`src/rtl/alu_cmd_master_if.sv`:
```
// Command, slave-bus and response signals of alu_cmd_master.
// The master modport is the block itself; the slave modport is its environment.
interface alu_cmd_master_if;
    logic        cmd_valid;
    logic        cmd_ready;
    logic [31:0] cmd_op1;
    logic [31:0] cmd_op2;
    logic [3:0]  cmd_opcode;

    logic        M_sel;
    logic        M_wr;
    logic [7:0]  M_addr;
    logic [31:0] M_dout;
    logic [31:0] M_din;

    logic        rsp_valid;
    logic        rsp_ready;
    logic [31:0] rsp_result1;
    logic [31:0] rsp_result2;
    logic        rsp_timeout;
    logic        busy;

    modport master (
        input  cmd_valid, cmd_op1, cmd_op2, cmd_opcode, M_din, rsp_ready,
        output cmd_ready, M_sel, M_wr, M_addr, M_dout,
               rsp_valid, rsp_result1, rsp_result2, rsp_timeout, busy
    );

    modport slave (
        output cmd_valid, cmd_op1, cmd_op2, cmd_opcode, M_din, rsp_ready,
        input  cmd_ready, M_sel, M_wr, M_addr, M_dout,
               rsp_valid, rsp_result1, rsp_result2, rsp_timeout, busy
    );
endinterface

```
`src/rtl/alu_cmd_master.sv`:
```
// Bus master that sequences one ALU_w_mul register-slave operation per accepted
// command (write operands/opcode, start, poll done, read results, clear) and responds.
module alu_cmd_master #(
    parameter int         MAX_POLLS = 256,
    parameter logic [7:0] A_OP1     = 8'h00,
    parameter logic [7:0] A_OP2     = 8'h01,
    parameter logic [7:0] A_OPC     = 8'h02,
    parameter logic [7:0] A_R1      = 8'h03,
    parameter logic [7:0] A_R2      = 8'h04,
    parameter logic [7:0] A_START   = 8'h05,
    parameter logic [7:0] A_DONE    = 8'h06,
    parameter logic [7:0] A_CLR     = 8'h07
) (
    input  logic             clk,
    input  logic             reset,
    alu_cmd_master_if.master bus
);

    localparam int CW = $clog2(MAX_POLLS) + 1;
    localparam logic [CW-1:0] LAST_POLL = CW'(MAX_POLLS - 1);

    typedef enum logic [3:0] {
        IDLE, WR_OP1, WR_OP2, WR_OPC, WR_START, POLL_RQ, POLL_CK,
        RD1_RQ, RD1_CK, RD2_RQ, RD2_CK, WR_CLR, RSP
    } state_t;

    state_t        state_q, state_d;
    logic [31:0]   op1_q, op1_d;
    logic [31:0]   op2_q, op2_d;
    logic [3:0]    opc_q, opc_d;
    logic [CW-1:0] cnt_q, cnt_d;
    logic          sel_q, sel_d;
    logic          wr_q, wr_d;
    logic [7:0]    addr_q, addr_d;
    logic [31:0]   dout_q, dout_d;
    logic          rsp_valid_q, rsp_valid_d;
    logic [31:0]   res1_q, res1_d;
    logic [31:0]   res2_q, res2_d;
    logic          tout_q, tout_d;
    logic          busy_q, busy_d;

    assign bus.cmd_ready   = (state_q == IDLE) && !reset;
    assign bus.M_sel       = sel_q;
    assign bus.M_wr        = wr_q;
    assign bus.M_addr      = addr_q;
    assign bus.M_dout      = dout_q;
    assign bus.rsp_valid   = rsp_valid_q;
    assign bus.rsp_result1 = res1_q;
    assign bus.rsp_result2 = res2_q;
    assign bus.rsp_timeout = tout_q;
    assign bus.busy        = busy_q;

    always_comb begin
        state_d     = state_q;
        op1_d       = op1_q;
        op2_d       = op2_q;
        opc_d       = opc_q;
        cnt_d       = cnt_q;
        res1_d      = res1_q;
        res2_d      = res2_q;
        tout_d      = tout_q;
        sel_d       = 1'b0;
        wr_d        = 1'b0;
        addr_d      = 8'h00;
        dout_d      = 32'h0;
        rsp_valid_d = 1'b0;

        case (state_q)
            IDLE: begin
                if (bus.cmd_valid) begin
                    op1_d   = bus.cmd_op1;
                    op2_d   = bus.cmd_op2;
                    opc_d   = bus.cmd_opcode;
                    tout_d  = 1'b0;
                    state_d = WR_OP1;
                end
            end
            WR_OP1:   state_d = WR_OP2;
            WR_OP2:   state_d = WR_OPC;
            WR_OPC:   state_d = WR_START;
            WR_START: begin
                cnt_d   = '0;
                state_d = POLL_RQ;
            end
            POLL_RQ:  state_d = POLL_CK;
            // Read data for the request issued last cycle is only valid here.
            POLL_CK: begin
                if (bus.M_din[0]) begin
                    state_d = RD1_RQ;
                end else if (cnt_q == LAST_POLL) begin
                    tout_d  = 1'b1;
                    res1_d  = 32'h0;
                    res2_d  = 32'h0;
                    state_d = WR_CLR;
                end else begin
                    cnt_d   = cnt_q + CW'(1);
                    state_d = POLL_RQ;
                end
            end
            RD1_RQ:   state_d = RD1_CK;
            RD1_CK: begin
                res1_d  = bus.M_din;
                state_d = RD2_RQ;
            end
            RD2_RQ:   state_d = RD2_CK;
            RD2_CK: begin
                res2_d  = bus.M_din;
                state_d = WR_CLR;
            end
            WR_CLR:   state_d = RSP;
            RSP: begin
                if (bus.rsp_ready) state_d = IDLE;
            end
            default:  state_d = IDLE;
        endcase

        // Bus outputs are decoded from the next state so they register in step with it.
        case (state_d)
            WR_OP1:   begin sel_d = 1'b1; wr_d = 1'b1; addr_d = A_OP1;   dout_d = op1_d; end
            WR_OP2:   begin sel_d = 1'b1; wr_d = 1'b1; addr_d = A_OP2;   dout_d = op2_d; end
            WR_OPC:   begin sel_d = 1'b1; wr_d = 1'b1; addr_d = A_OPC;   dout_d = {28'h0, opc_d}; end
            WR_START: begin sel_d = 1'b1; wr_d = 1'b1; addr_d = A_START; dout_d = 32'h1; end
            POLL_RQ:  begin sel_d = 1'b1; addr_d = A_DONE; end
            RD1_RQ:   begin sel_d = 1'b1; addr_d = A_R1; end
            RD2_RQ:   begin sel_d = 1'b1; addr_d = A_R2; end
            WR_CLR:   begin sel_d = 1'b1; wr_d = 1'b1; addr_d = A_CLR;   dout_d = 32'h1; end
            RSP:      rsp_valid_d = 1'b1;
            default:  ;
        endcase

        busy_d = (state_d != IDLE);
    end

    always_ff @(posedge clk) begin
        if (reset) begin
            state_q     <= IDLE;
            op1_q       <= 32'h0;
            op2_q       <= 32'h0;
            opc_q       <= 4'h0;
            cnt_q       <= '0;
            sel_q       <= 1'b0;
            wr_q        <= 1'b0;
            addr_q      <= 8'h00;
            dout_q      <= 32'h0;
            rsp_valid_q <= 1'b0;
            res1_q      <= 32'h0;
            res2_q      <= 32'h0;
            tout_q      <= 1'b0;
            busy_q      <= 1'b0;
        end else begin
            state_q     <= state_d;
            op1_q       <= op1_d;
            op2_q       <= op2_d;
            opc_q       <= opc_d;
            cnt_q       <= cnt_d;
            sel_q       <= sel_d;
            wr_q        <= wr_d;
            addr_q      <= addr_d;
            dout_q      <= dout_d;
            rsp_valid_q <= rsp_valid_d;
            res1_q      <= res1_d;
            res2_q      <= res2_d;
            tout_q      <= tout_d;
            busy_q      <= busy_d;
        end
    end

endmodule

```
`src/flat_wrapper.sv`:
```
// flat-port wrapper written by rule: the top's interface ports become plain ports
module alu_cmd_master_flat 
#(
    parameter int         MAX_POLLS = 256,
    parameter logic [7:0] A_OP1     = 8'h00,
    parameter logic [7:0] A_OP2     = 8'h01,
    parameter logic [7:0] A_OPC     = 8'h02,
    parameter logic [7:0] A_R1      = 8'h03,
    parameter logic [7:0] A_R2      = 8'h04,
    parameter logic [7:0] A_START   = 8'h05,
    parameter logic [7:0] A_DONE    = 8'h06,
    parameter logic [7:0] A_CLR     = 8'h07
)
  (clk, reset, bus_cmd_valid, bus_cmd_op1, bus_cmd_op2, bus_cmd_opcode, bus_M_din, bus_rsp_ready, bus_cmd_ready, bus_M_sel, bus_M_wr, bus_M_addr, bus_M_dout, bus_rsp_valid, bus_rsp_result1, bus_rsp_result2, bus_rsp_timeout, bus_busy);
  alu_cmd_master_if bus_i ();
  input  logic clk;
  input  logic reset;
  input wire logic [$bits(bus_i.cmd_valid)-1:0] bus_cmd_valid;
  input wire logic [$bits(bus_i.cmd_op1)-1:0] bus_cmd_op1;
  input wire logic [$bits(bus_i.cmd_op2)-1:0] bus_cmd_op2;
  input wire logic [$bits(bus_i.cmd_opcode)-1:0] bus_cmd_opcode;
  input wire logic [$bits(bus_i.M_din)-1:0] bus_M_din;
  input wire logic [$bits(bus_i.rsp_ready)-1:0] bus_rsp_ready;
  output wire logic [$bits(bus_i.cmd_ready)-1:0] bus_cmd_ready;
  output wire logic [$bits(bus_i.M_sel)-1:0] bus_M_sel;
  output wire logic [$bits(bus_i.M_wr)-1:0] bus_M_wr;
  output wire logic [$bits(bus_i.M_addr)-1:0] bus_M_addr;
  output wire logic [$bits(bus_i.M_dout)-1:0] bus_M_dout;
  output wire logic [$bits(bus_i.rsp_valid)-1:0] bus_rsp_valid;
  output wire logic [$bits(bus_i.rsp_result1)-1:0] bus_rsp_result1;
  output wire logic [$bits(bus_i.rsp_result2)-1:0] bus_rsp_result2;
  output wire logic [$bits(bus_i.rsp_timeout)-1:0] bus_rsp_timeout;
  output wire logic [$bits(bus_i.busy)-1:0] bus_busy;
  assign bus_i.cmd_valid = bus_cmd_valid;
  assign bus_i.cmd_op1 = bus_cmd_op1;
  assign bus_i.cmd_op2 = bus_cmd_op2;
  assign bus_i.cmd_opcode = bus_cmd_opcode;
  assign bus_i.M_din = bus_M_din;
  assign bus_i.rsp_ready = bus_rsp_ready;
  assign bus_cmd_ready = bus_i.cmd_ready;
  assign bus_M_sel = bus_i.M_sel;
  assign bus_M_wr = bus_i.M_wr;
  assign bus_M_addr = bus_i.M_addr;
  assign bus_M_dout = bus_i.M_dout;
  assign bus_rsp_valid = bus_i.rsp_valid;
  assign bus_rsp_result1 = bus_i.rsp_result1;
  assign bus_rsp_result2 = bus_i.rsp_result2;
  assign bus_rsp_timeout = bus_i.rsp_timeout;
  assign bus_busy = bus_i.busy;
  alu_cmd_master #(.MAX_POLLS(MAX_POLLS), .A_OP1(A_OP1), .A_OP2(A_OP2), .A_OPC(A_OPC), .A_R1(A_R1), .A_R2(A_R2), .A_START(A_START), .A_DONE(A_DONE), .A_CLR(A_CLR)) u_core (.clk(clk), .reset(reset), .bus(bus_i));
endmodule
```
`config.mk`:
```
export PLATFORM = sky130hd
export DESIGN_NAME = alu_cmd_master_flat
export DESIGN_NICKNAME = d
export VERILOG_FILES = /design/src/rtl/alu_cmd_master_if.sv /design/src/rtl/alu_cmd_master.sv /design/src/flat_wrapper.sv
export SDC_FILE = /design/constraint.sdc
export NUM_CORES = 1
export LEC_CHECK = 0
export BUFFER_PORTS_ARGS = -buffer_cell sky130_fd_sc_hd__buf_2
export CORE_MARGIN = 3
export CORE_UTILIZATION = 45
export DETAILED_ROUTE_END_ITERATION = 16
export PLACE_DENSITY = 0.75
export SLEW_MARGIN = 20
export SYNTH_ARGS = -nofsm -noshare
export SYNTH_HDL_FRONTEND = slang
export SYNTH_SLANG_ARGS = --single-unit
```
`constraint.sdc`:
```
create_clock -name clk -period 4.2 [get_ports clk]
set_input_delay 0.84 -clock clk [delete_from_list [all_inputs] [get_ports clk]]
set_output_delay 0.84 -clock clk [all_outputs]
set_load 0.01 [all_outputs]
```
==> results.py <==
metrics = {
    "synth": {
        "yosys_warnings": 0,
        "synthDistinctLibCells": 48,
        "syn_inst": 591,
        "synth_edf_count": 0,
        "syn_area_sq_mm": 0.00546,
        "syn_area_per_cell_sq_um": 9.24,
        "synthArstFlopShare_pct": 0,
        "synth_seq_cells": 153,
        "synthFlopType": "dfxtp_1",
        "synth-seq-area-share_pct": 56.1,
    },
    "run_status": {
        "outcome": "completed",
    },
    "die": {
        "rows": 39,
        "initial_core_util_pct": 47.0,
        "core_area_sq_mm": 0.0116,
        "die_w_um": 116,
        "die_h_um": 116,
        "io_pins": 214,
        "die_area_sq_mm": 0.0135,
    },
    "timing": {
        "finClkSkew_ns": 0.00966,
        "hold_viol_final": 0,
        "worstMarginPinSlew_ns": 0.798,
        "tns_ns": 0,
        "setup_viol": 0,
        "clock.fmax_mhz": 382,
        "finalMaxSlewViolations": 0,
        "slew_headroom_pct": 46.8,
        "finalCriticalPeriod_ns": 2.62,
        "rsz0062_at_grt": "false",
        "finalCritPeriodShare_pct": 62.4,
    },
    "layout": {
        "finalNetCount": 883,
        "final_common_cell": "buf_2",
        "antenna_cells": 0,
        "area_growth_pct": 30.4,
        "layout.cells.non_filler": 933,
        "utilization_pct": 61.3,
        "drive_above_1_share_pct": 32.3,
        "final_cell_mix": "buf_2, dfxtp_1, nand2_1, a21oi_1, a22o_1",
    },
    "critical_path": {
        "worst-r2r-cell-count": 9,
        "rr_startpoint": "u_core.cnt_q[0]",
        "start_kind": "register",
        "criticalPathCategory": "register to output port",
        "cp.required_ns": 3.36,
        "cp.arrival_ns": 1.78,
        "r2r-end": "u_core.bus.rsp_result1[7]",
        "end_kind": "output port",
        "r2r_slack_ns": 1.70,
        "crit_fanout": 19,
    },
    "clock_tree": {
        "cts_hold_buffers": 0,
        "postCtsSetupRepairBufs": 0,
        "cts.sink_count": 153,
        "h-tree-depth": 4,
        "tritoncts": "yes",
        "numCtsBuffers": 17,
        "root_buffer": "clkbuf_16",
        "cts_max_path_buffers": 2,
        "path_clk_slew_ns": 0.06,
        "cts_resized": 0,
        "clock_latency_ns": 0.42,
    },
    "global_route": {
        "grt_antenna_before_repair": 1,
        "track_usage_pct": 20.6,
        "grt-ovfl-total": 0,
        "grt_max_degree": 69,
        "grt_pass1_wl_um": 22000,
        "grt_pass1_vias": 4599,
    },
    "routing": {
        "drt_iter0_markers": 337,
        "drcViolationCount": 0,
        "viasPerCell": 5.28,
        "vias": 4924,
        "first_pass_iters": 5,
        "ant_nets": 0,
        "finalWirelength_um": 14300,
        "wl_per_cell_um": 15.3,
    },
    "placement": {
        "io_buffers": 208,
        "routabilityCongestion": 0.815,
        "dpl.cell_count": 901,
        "dp_hpwl_um": 10300,
    },
    "run": {
        "cap_violations": 0,
    },
    "min_path": {
        "whs_path_depth": 2,
        "hold_class": "register to register",
        "hp-start": "u_core.op2_q[7]",
        "min_to": "u_core.op2_q[7]",
    },
    "power_and_ir_drop": {
        "power_density_mw_per_mm2": 472,
        "p_leak_nw": 3.24,
        "ir_worst_vdd_mv": 0.330,
    },
}
## cell usage after synthesis, types with 5 or more instances
master / instances / area, sq um
nor2b_1: 7 / 43.8
clkbuf_1: 18 / 67.6
nor2_1: 17 / 63.8
nand2_1: 147 / 552
buf_4: 8 / 60.1
nor3_1: 5 / 25.0
a22o_1: 67 / 587
nand3_1: 6 / 30.0
buf_2: 24 / 120
and3_1: 5 / 31.3
dfxtp_1: 153 / 3060
a21oi_1: 76 / 380
## kinds of logic (layout without fill, tap and decap cells)
family | Yosys count | in the layout | synth area share (%)
XOR/XNOR | 4 | 4 | 0.642
adder cells (fa/ha/maj) | 2 | 2 | 0.458
AND/OR/NAND/NOR | 209 | 209 | 16.9
buffers and inverters | 57 | 252 | 5.16
flip-flops | 153 | 153 | 56.1
other | 1 | 5 | 0.0687
AO/OA/AOI/OAI | 165 | 165 | 20.7
## where the power goes
part	internal (mW)	leakage, nW	total (mW)	switching [mW]
Combinational	0.110	1.71	0.295	0.184
Clock	0.905	0.287	1.53	0.622
Sequential	1.51	1.24	1.54	0.0299
Total	2.52	3.24	3.36	0.836
## worst max-delay path: stages, from the launching register on
cell	delay, ns
dfxtp_1	0.75
nor2_1	0.20
nand2_1	0.18
nor2_1	0.06
buf_2	0.17
## how the worst max path moves through the flow
stage / startpoint / to / slack, ns / cells after the start
global route: u_core.state_q[0] / bus_cmd_ready / 1.45 / 4
detailed placement: reset / u_core.bus.rsp_result2[21] / 1.44 / 5
finish: u_core.state_q[2] / bus_cmd_ready / 1.58 / 4
global placement: reset / u_core.bus.rsp_result2[24] / 1.51 / 5
floorplan: reset / bus_cmd_ready / 1.72 / 4
CTS: u_core.state_q[0] / bus_cmd_ready / 1.58 / 4
## cell type report
type	instances	area, sq um
fillers	998	4490
flip-flops and latches	153	3060
multi-input cells	385	2160
repair buffers	216	1110
clock buffers	18	439
well taps	143	179
clock inverters	14	160
inverters	4	15.0
## routing by layer
layer	track usage [%]	vias up	share of wire (%)
li1	-	2415	-
met1	25.1	2258	43
met2	33.1	225	46
met3	6.94	24	8.9
met4	9.44	2	1.8
met5	0	-	0.091
## sequential cells by signal (all words and copies together), names as in the netlist, 3 cells and up
signal / count
u_core.cnt_q: 9
u_core.bus.rsp_result1: 32
u_core.bus.rsp_result2: 32
u_core.bus.M_addr: 3
u_core.state_q: 4
u_core.bus.M_dout: 32
u_core.op2_q: 32
u_core.opc_q: 4
## through the flow
| step | setup WS (ns) | instance area, sq um | hold slack [ns] | power (mW) |
|---|---|---|---|---|
| 3_3_place_gp | 1.51 | 6500 | 0.441 | 1.86 |
| 2_1_floorplan | 1.72 | 5480 | 0.432 | 1.75 |
| 5_1_grt | 1.45 | 7120 | 0.480 | 3.50 |
| 4_1_cts | 1.58 | 7120 | 0.455 | 3.40 |
| 6_report | 1.58 | 7120 | 0.456 | 3.36 |
| 3_5_place_dp | 1.44 | 6520 | 0.447 | 1.87 |
(Power assumes the default switching activity.)
